`src/rtl/router_slice_cb.sv`:
```
// router_slice_cb: credit-flow-controlled NoC link slice.
// Flits are queued in a DEPTH-entry circular FIFO and forwarded only while
// downstream credits remain; each forwarded flit returns one credit upstream.
// Framing, loopback, FIFO overflow and credit overflow raise a sticky ERROR.
module router_slice_cb #(
   parameter int FLIT_W       = 68,
   parameter int ADDR_W       = 4,
   parameter int DEPTH        = 4,
   parameter int DOWN_CREDITS = 4
) (
   input  logic              clk,
   input  logic              reset,
   input  logic [0:ADDR_W-1] ROUTER_ADDRESS,
   input  logic [0:FLIT_W-1] CHANNEL_IN_IP,
   input  logic [0:1]        FLOW_CTRL_IN_OP,
   output logic              ERROR,
   output logic [0:FLIT_W-1] CHANNEL_OUT_OP,
   output logic [0:1]        FLOW_CTRL_OUT_IP
);

   localparam int PW = (DEPTH > 1) ? $clog2(DEPTH) : 1;
   localparam int NW = $clog2(DEPTH + 1);
   localparam int CW = $clog2(DOWN_CREDITS + 1);
   localparam logic [PW-1:0] LAST_PTR = PW'(DEPTH - 1);
   localparam logic [NW-1:0] FULL_CNT = NW'(DEPTH);
   localparam logic [CW-1:0] MAX_CRED = CW'(DOWN_CREDITS);

   typedef enum logic {IDLE, ACTIVE} pkt_state_e;

   logic [0:FLIT_W-1] mem_q [DEPTH];
   logic [PW-1:0]     wr_ptr_q, wr_ptr_d, rd_ptr_q, rd_ptr_d;
   logic [NW-1:0]     count_q, count_d;
   logic [CW-1:0]     credit_q, credit_d;
   logic [0:FLIT_W-1] out_q, out_d;
   logic              fc_out_q, fc_out_d;
   logic              err_q, err_d;
   pkt_state_e        state_q, state_d;

   logic in_vld, in_head, in_tail, cred_in;
   logic enq, deq, overflow, cred_err, fsm_err, loop_err;
   logic unused_fc;

   assign in_vld    = CHANNEL_IN_IP[0];
   assign in_head   = CHANNEL_IN_IP[1];
   assign in_tail   = CHANNEL_IN_IP[2];
   assign cred_in   = FLOW_CTRL_IN_OP[0];
   assign unused_fc = FLOW_CTRL_IN_OP[1];

   // A slot freed by a same-cycle dequeue can take the incoming flit.
   assign deq      = (count_q != '0) && (credit_q != '0);
   assign overflow = in_vld && (count_q == FULL_CNT) && !deq;
   assign enq      = in_vld && !overflow;
   assign loop_err = in_vld && in_head && (CHANNEL_IN_IP[3:3+ADDR_W-1] == ROUTER_ADDRESS);

   // FIFO pointers, occupancy and credit counter next-state.
   always_comb begin
      wr_ptr_d = wr_ptr_q;
      rd_ptr_d = rd_ptr_q;
      count_d  = count_q;
      credit_d = credit_q;
      cred_err = 1'b0;
      if (enq) wr_ptr_d = (wr_ptr_q == LAST_PTR) ? '0 : wr_ptr_q + 1'b1;
      if (deq) rd_ptr_d = (rd_ptr_q == LAST_PTR) ? '0 : rd_ptr_q + 1'b1;
      if (enq && !deq)      count_d = count_q + 1'b1;
      else if (!enq && deq) count_d = count_q - 1'b1;
      if (deq && !cred_in) credit_d = credit_q - 1'b1;
      else if (cred_in && !deq) begin
         if (credit_q == MAX_CRED) cred_err = 1'b1;
         else                      credit_d = credit_q + 1'b1;
      end
   end

   // Packet framing FSM, evaluated on every valid input flit (dropped or not).
   always_comb begin
      state_d = state_q;
      fsm_err = 1'b0;
      if (in_vld) begin
         case (state_q)
            IDLE: begin
               if (!in_head)     fsm_err = 1'b1;
               else if (!in_tail) state_d = ACTIVE;
            end
            ACTIVE: begin
               if (in_head) begin
                  fsm_err = 1'b1;
                  state_d = in_tail ? IDLE : ACTIVE;
               end else if (in_tail) begin
                  state_d = IDLE;
               end
            end
            default: state_d = IDLE;
         endcase
      end
   end

   // Registered output flit / upstream credit and sticky error next-state.
   always_comb begin
      out_d    = deq ? mem_q[rd_ptr_q] : '0;
      fc_out_d = deq;
      err_d    = err_q | overflow | cred_err | fsm_err | loop_err;
   end

   // FIFO storage; contents are don't-care while the entry is not occupied.
   always_ff @(posedge clk) begin
      if (enq) mem_q[wr_ptr_q] <= CHANNEL_IN_IP;
   end

   // Control state, counters and output registers.
   always_ff @(posedge clk or negedge reset) begin
      if (!reset) begin
         wr_ptr_q <= '0;
         rd_ptr_q <= '0;
         count_q  <= '0;
         credit_q <= MAX_CRED;
         out_q    <= '0;
         fc_out_q <= 1'b0;
         err_q    <= 1'b0;
         state_q  <= IDLE;
      end else begin
         wr_ptr_q <= wr_ptr_d;
         rd_ptr_q <= rd_ptr_d;
         count_q  <= count_d;
         credit_q <= credit_d;
         out_q    <= out_d;
         fc_out_q <= fc_out_d;
         err_q    <= err_d;
         state_q  <= state_d;
      end
   end

   assign CHANNEL_OUT_OP   = out_q;
   assign FLOW_CTRL_OUT_IP = {fc_out_q, 1'b0};
   assign ERROR            = err_q;

endmodule

```
`config.mk`:
```
export PLATFORM = sky130hd
export DESIGN_NAME = router_slice_cb
export DESIGN_NICKNAME = d
export VERILOG_FILES = /design/src/rtl/router_slice_cb.sv
export SDC_FILE = /design/constraint.sdc
export NUM_CORES = 1
export LEC_CHECK = 0
export BUFFER_PORTS_ARGS = -buffer_cell sky130_fd_sc_hd__buf_2
export CORE_MARGIN = 2
export CORE_UTILIZATION = 30
export DETAILED_ROUTE_END_ITERATION = 10
export REMOVE_ABC_BUFFERS = 1
export SLEW_MARGIN = 5
export SYNTH_ARGS = -nofsm -noshare
export SYNTH_HDL_FRONTEND = slang
export SYNTH_SLANG_ARGS = --single-unit
```
`constraint.sdc`:
```
create_clock -name clk -period 4.5 [get_ports clk]
set_clock_uncertainty 0.1 [all_clocks]
set_input_delay 1.125 -clock clk [delete_from_list [all_inputs] [get_ports clk]]
set_output_delay 1.125 -clock clk [all_outputs]
set_load 0.005 [all_outputs]
```
======== Word-level counts from Yosys, hierarchy flattened ========
Memories as Yosys holds them, arrays and structs flattened.
Index checks and enable logic that the tools add are counted.
storage, ports and cells
  bits in registers ....................... 81
  RAM bits ................................ 272
  input port bits ......................... 76
  word-level logic and storage cells ...... 65
  memories ................................ 1
memories
  name   depth  width  read ports  clocked after memory_dff  wr ports  RTL line  source
  mem_q  4      68     1           0                         1         30        logic [0:FLIT_W-1] mem_q [DEPTH];
operators by class
  $add $sub $neg .......................... 6
  equality and inequality tests ........... 6
  mux-type cells .......................... 20
  bitwise gates (word level) .............. 5
  reductions and logical operators ........ 19
operators by type and width
  kind                 number
  $mux 68              1
  $mux 3               5
  $logic_and 1x1->1    10
  $mux 1               10
  $add 3x1->3 const B  2
  $eq 3x3->1 const B   2
  $reduce_bool 3->1    2
  $sub 3x1->3 const B  2
  $add 2x1->2 const B  2
  $eq 2x2->1 const B   2
  $eq 4x4->1           1
  $logic_not 1->1      4
  $mux 2               2
  $or 1x1->1           4
  $pmux 1 s2           2
  $reduce_bool 2->1    2
  $ne 2x2->1 const B   1
  $reduce_and 2->1     1
  $not 1->1            1

======== Depth between registers and ports, before layout ========
  word-level depth ........................ 10
  mapped depth ............................ 11

======== Worst setup path after synthesis ========
Ideal clock, no wire load.
  path type ............................... input to register
  start point ............................. input port CHANNEL_IN_IP[0] in the netlist's numbering
  end point ............................... memory mem_q[0][0] in the netlist's numbering, enable pin
  arrival time ............................ 3.013 ns
  data required time ...................... 3.967 ns
  slack ................................... 0.954 ns
  stages .................................. 3
  buffers on the path ..................... 0
  cells stage by stage .................... inv_1 -> a31oi_4 -> and2_1
between the ends
  cells in the longest elaborated chain, start to end .. 6
ends and longest elaborated chain
  element                           RTL line  source
  start: declaration                14        input logic [0:FLIT_W-1] CHANNEL_IN_IP,
  $logic_and 1x1->1 (2 in series)   51        assign overflow = in_vld && (count_q == FULL_CNT) && !deq;
  $logic_not 1->1                   52        assign enq = in_vld && !overflow;
  $logic_and 1x1->1 (*)             52
  via enq                           40        logic enq, deq, overflow, cred_err, fsm_err, loop_err;
  $mux 1 (*)                        105       if (enq) mem_q[wr_ptr_q] <= CHANNEL_IN_IP;
  $mux 1 (not written as such) (*)  105
  end: declaration                  30
The timed path passes the listed nets; every way through them passes the cells marked *.

======== Worst setup path after layout ========
  start point ............................. register credit_q[2]
  end point ............................... register credit_q[2]
between the ends
  cells in the longest elaborated chain, start to end .. 6
ends and longest elaborated chain
  element                      RTL line  source
  start: declaration           33        logic [CW-1:0] credit_q, credit_d;
  start signal: assignment     123       credit_q <= credit_d;
  $reduce_bool 3->1 (*)        50        assign deq = (count_q != '0) && (credit_q != '0);
  $logic_and 1x1->1 (*)        50
  via deq                      40
  $logic_not 1->1              67        else if (cred_in && !deq) begin
  $logic_and 1x1->1            67
  $reduce_bool 2->1 (no line)  --
  $reduce_and 2->1 (no line)   --
The timed path passes the listed nets; every way through them passes the cells marked *. The select of a mux whose other input is x is not followed.
A chain may end at the register's enable or synchronous reset.

==> flow_summary_export.csv <==
group,metric,value,unit
setup_path,crit_chain,"nor3_2 > or2_4 > inv_1 > ha_1 > inv_1 > fa_1 > or2_2 > o21ai_0 > a31oi_1",
sta,slew_violations,0,
floorplan,rows,76,
floorplan,dieWidth,211.5,um
sta,slew_headroom,39.50,%
finish,final_common_cell,"edfxtp_1",
floorplan,start_util,30.18,%
detailed_routing,drt_wl_total,25230,um
clocking,clock-root-buffer,"clkbuf_16",
clocking,cts_hold_buf,0,
synthesis,yosys.area.top_type,"edfxtp_1",
sta,finalHoldWorstSlack,0.4020,ns
setup_path,max_stage_delay,0.57,ns
synthesis,syn_area,12920,sq um
synthesis,yosysTopAreaCellShare,63.24,%
detailed_routing,ant_nets,0,
floorplan,num_io_pins,147,
power,p_sw_share,27.46,%
setup_path,cp_common_cell,"inv_1",
synthesis,ys_ff_latch,353,
setup_path,crit_path_start_kind,"flip-flop",
finish,final_cell_mix,"272 x edfxtp_1, 143 x buf_2, 78 x dfrtp_1",
run_status,outcome,"finished, final reports clean",
sta,setup_violations,0,
power,p_per_area,681.3,nW/um^2
synthesis,ys_seq_area_share,78.94,%
sta,fin_ws,1.866,ns
sta,max_freq,379.7,MHz
global_route,grt_pass1_wl,37970,um
power,vdd_drop_max,0.4425,mV
power,p_seq_share,46.1,%
power,p_sw,2.906,mW
placed_design,place_congestion,0.6512,
floorplan,die_y,211.5,um
clocking,cts_max_level,2,
power,power.leakage,5.610,nW
flow_run,cap_viol_max_count,0,
setup_path,worstSetupEndpointType,"flip-flop",
setup_path,cp.required,4.86,ns
global_route,grt_pass1_vias,6167,
sta,finalCritPeriodShare,58.52,%
detailed_routing,drc,0,
clocking,cts_resized,0,
clocking,post_cts.repair.setup_buffers,0,
synthesis,syn_inst,582,
detailed_routing,vias,5884,
detailed_routing,avgRoutedWirePerCell,19.03,um
setup_path,critical_path.max_fanout,23,
clocking,cts_buffer_depth,3,
placed_design,portBuffers,144,
global_route,overflow,0,
synthesis,async_flop_share,22.95,%
sta,worst-slew-pin-transition,0.9074,ns
detailed_routing,dr.pass1.iters,4,
floorplan,dieArea,44730,sq um
detailed_routing,first_iter_violations,302,
sta,fin_setup_tns,0,ns
setup_path,critPathKind,"reg -> reg",
clocking,clk_pin_slew,0.06,ns
finish,nets,836,
finish,area_delta_synth_final,20.28,%
setup_path,worst_ep_arrival_time,2.99,ns
finish,final_util,36.30,%
global_route,grt_max_degree,55,
detailed_routing,vias_per_cell,4.437,
setup_path,crit_slowest_cell,"dfstp_2",
synthesis,synth.distinct_cells,33,
floorplan,core,42790,sq um
placed_design,dp_hpwl,13880,um
sta,period_minus_slack,2.634,ns
power,p_int,7.678,mW
synthesis,avgSynthCellArea,22.19,sq um
clocking,clock_sinks,353,
sta,rsz0062_at_grt,"false",
clocking,cts_tree,"yes",
global_route,grt_usage,11.58,%
synthesis,netlist_top_cells_area,"edfxtp_1 63%, dfrtp_1 15%, mux4_2 12%",
finish,nFillCells,3947,
clocking,cts_buffers,39,
power,combinationalPowerShare,23.7,%
synthesis,synthFlopType,"edfxtp_1",
global_route,antenna_found_initial,4,
hold_path,hp-class,"reg -> reg",
placed_design,pre_cts_ws,1.292,ns
synthesis,yosys_warnings,0,
finish,drive_gt1_share,38.13,%
synthesis,synth-edff-count,272,
clocking,insertion_delay,0.53,ns
sta,timing.final.hold_violations,0,
power,clkPwrFrac,30.2,%
-- synthesized netlist by cell type, types with 3 or more instances --
library cell and number:
mux4_2 68, buf_4 3, a21oi_1 5, dfrtp_1 80, buf_6 16, xnor2_1 7
inv_1 10, buf_2 7, ha_1 8, nor2_1 5, mux2_2 3, edfxtp_1 272
and2_1 5, nor2b_1 69
-- state kept, by name, summed over array words and instances (netlist names) --
| register | flops |
|---|---|
| CHANNEL_OUT_OP | 68 |
| ERROR | 1 |
| count_q | 3 |
| credit_q | 3 |
| fc_out_q | 1 |
| mem_q | 272 |
| rd_ptr_q | 2 |
| state_q | 1 |
| wr_ptr_q | 2 |
-- routing by layer --
metal | track usage [%] | share of wire, % | up-vias | routed length [um]
met2 | 18.30 | 47 | 143 | 11990
met5 | 0 | 0.13 | - | 32
met3 | 3.278 | 5.7 | 45 | 1450
met1 | 15.37 | 45 | 3081 | 11230
li1 | - | - | 2609 | -
met4 | 4.031 | 2.1 | 6 | 532
-- path summary, 6_finish.rpt --
kind                             start                  to  slack (ns)  cells after the start
max                        credit_q[2]         credit_q[2]        1.87                      9
min                              ERROR               ERROR        0.40                      2
max reg2reg                credit_q[2]         credit_q[2]        1.87                      9
min reg2reg                      ERROR               ERROR        0.40                      2
max in group asynchronous        reset  CHANNEL_OUT_OP[54]        3.03                      2
min in group asynchronous        reset         credit_q[0]        0.59                      1
-- layout make-up --
| class | instances | area, sq um | share of cell area (%) |
|---|---|---|---|
| Sequential cell | 353 | 10200 | 65.68 |
| Clock inverter | 18 | 200.2 | 1.289 |
| Timing Repair Buffer | 153 | 853.3 | 5.493 |
| Inverter | 10 | 37.54 | 0.2416 |
| Multi-Input combinational cell | 193 | 2457 | 15.82 |
| Antenna cell | 1 | 2.502 | 0.01611 |
| Clock buffer | 52 | 1097 | 7.063 |
| Tap cell | 546 | 683.2 | 4.398 |
-- cells by family after synthesis --
| logic type | after synthesis | synth area share [%] |
|---|---|---|
| AO/OA/AOI/OAI | 13 | 0.7362 |
| XOR/XNOR | 9 | 0.6103 |
| adder cells (fa/ha/maj) | 10 | 1.085 |
| buffers and inverters | 36 | 2.131 |
| flip-flops | 353 | 78.94 |
| multiplexers | 73 | 12.35 |
| other | 1 | 0.02903 |
| AND/OR/NAND/NOR | 87 | 4.117 |
-- power groups by stage --
stage / clock network (mW) / logic [mW] / registers, mW
after floorplan: 0 / 1.58 / 4.96
final: 3.20 / 2.51 / 4.88
after global routing: 3.44 / 2.78 / 4.99
after global placement: 0 / 2.59 / 4.95
after CTS: 3.32 / 2.61 / 4.91
after detailed placement: 0 / 2.60 / 4.97
-- worst max-delay path: cells and delay by family, from the launching register on --
kind | cells | cell delay (ns)
AOI/OAI and AO/OA | 2 | 0.24
adders and majority gates | 2 | 0.69
buffers and inverters | 2 | 0.20
DFF | 1 | 0.57
and+or+nand+nor | 3 | 0.75
-- through the flow --
stage	power (mW)	area (sq um)	std cells
final	10.58	15530	1326
after floorplan	6.540	12680	556
after global routing	11.22	15530	1325
after global placement	7.539	14230	1255
after detailed placement	7.572	14230	1255
after CTS	10.84	15530	1325
Power figures use the tool's default switching activity.
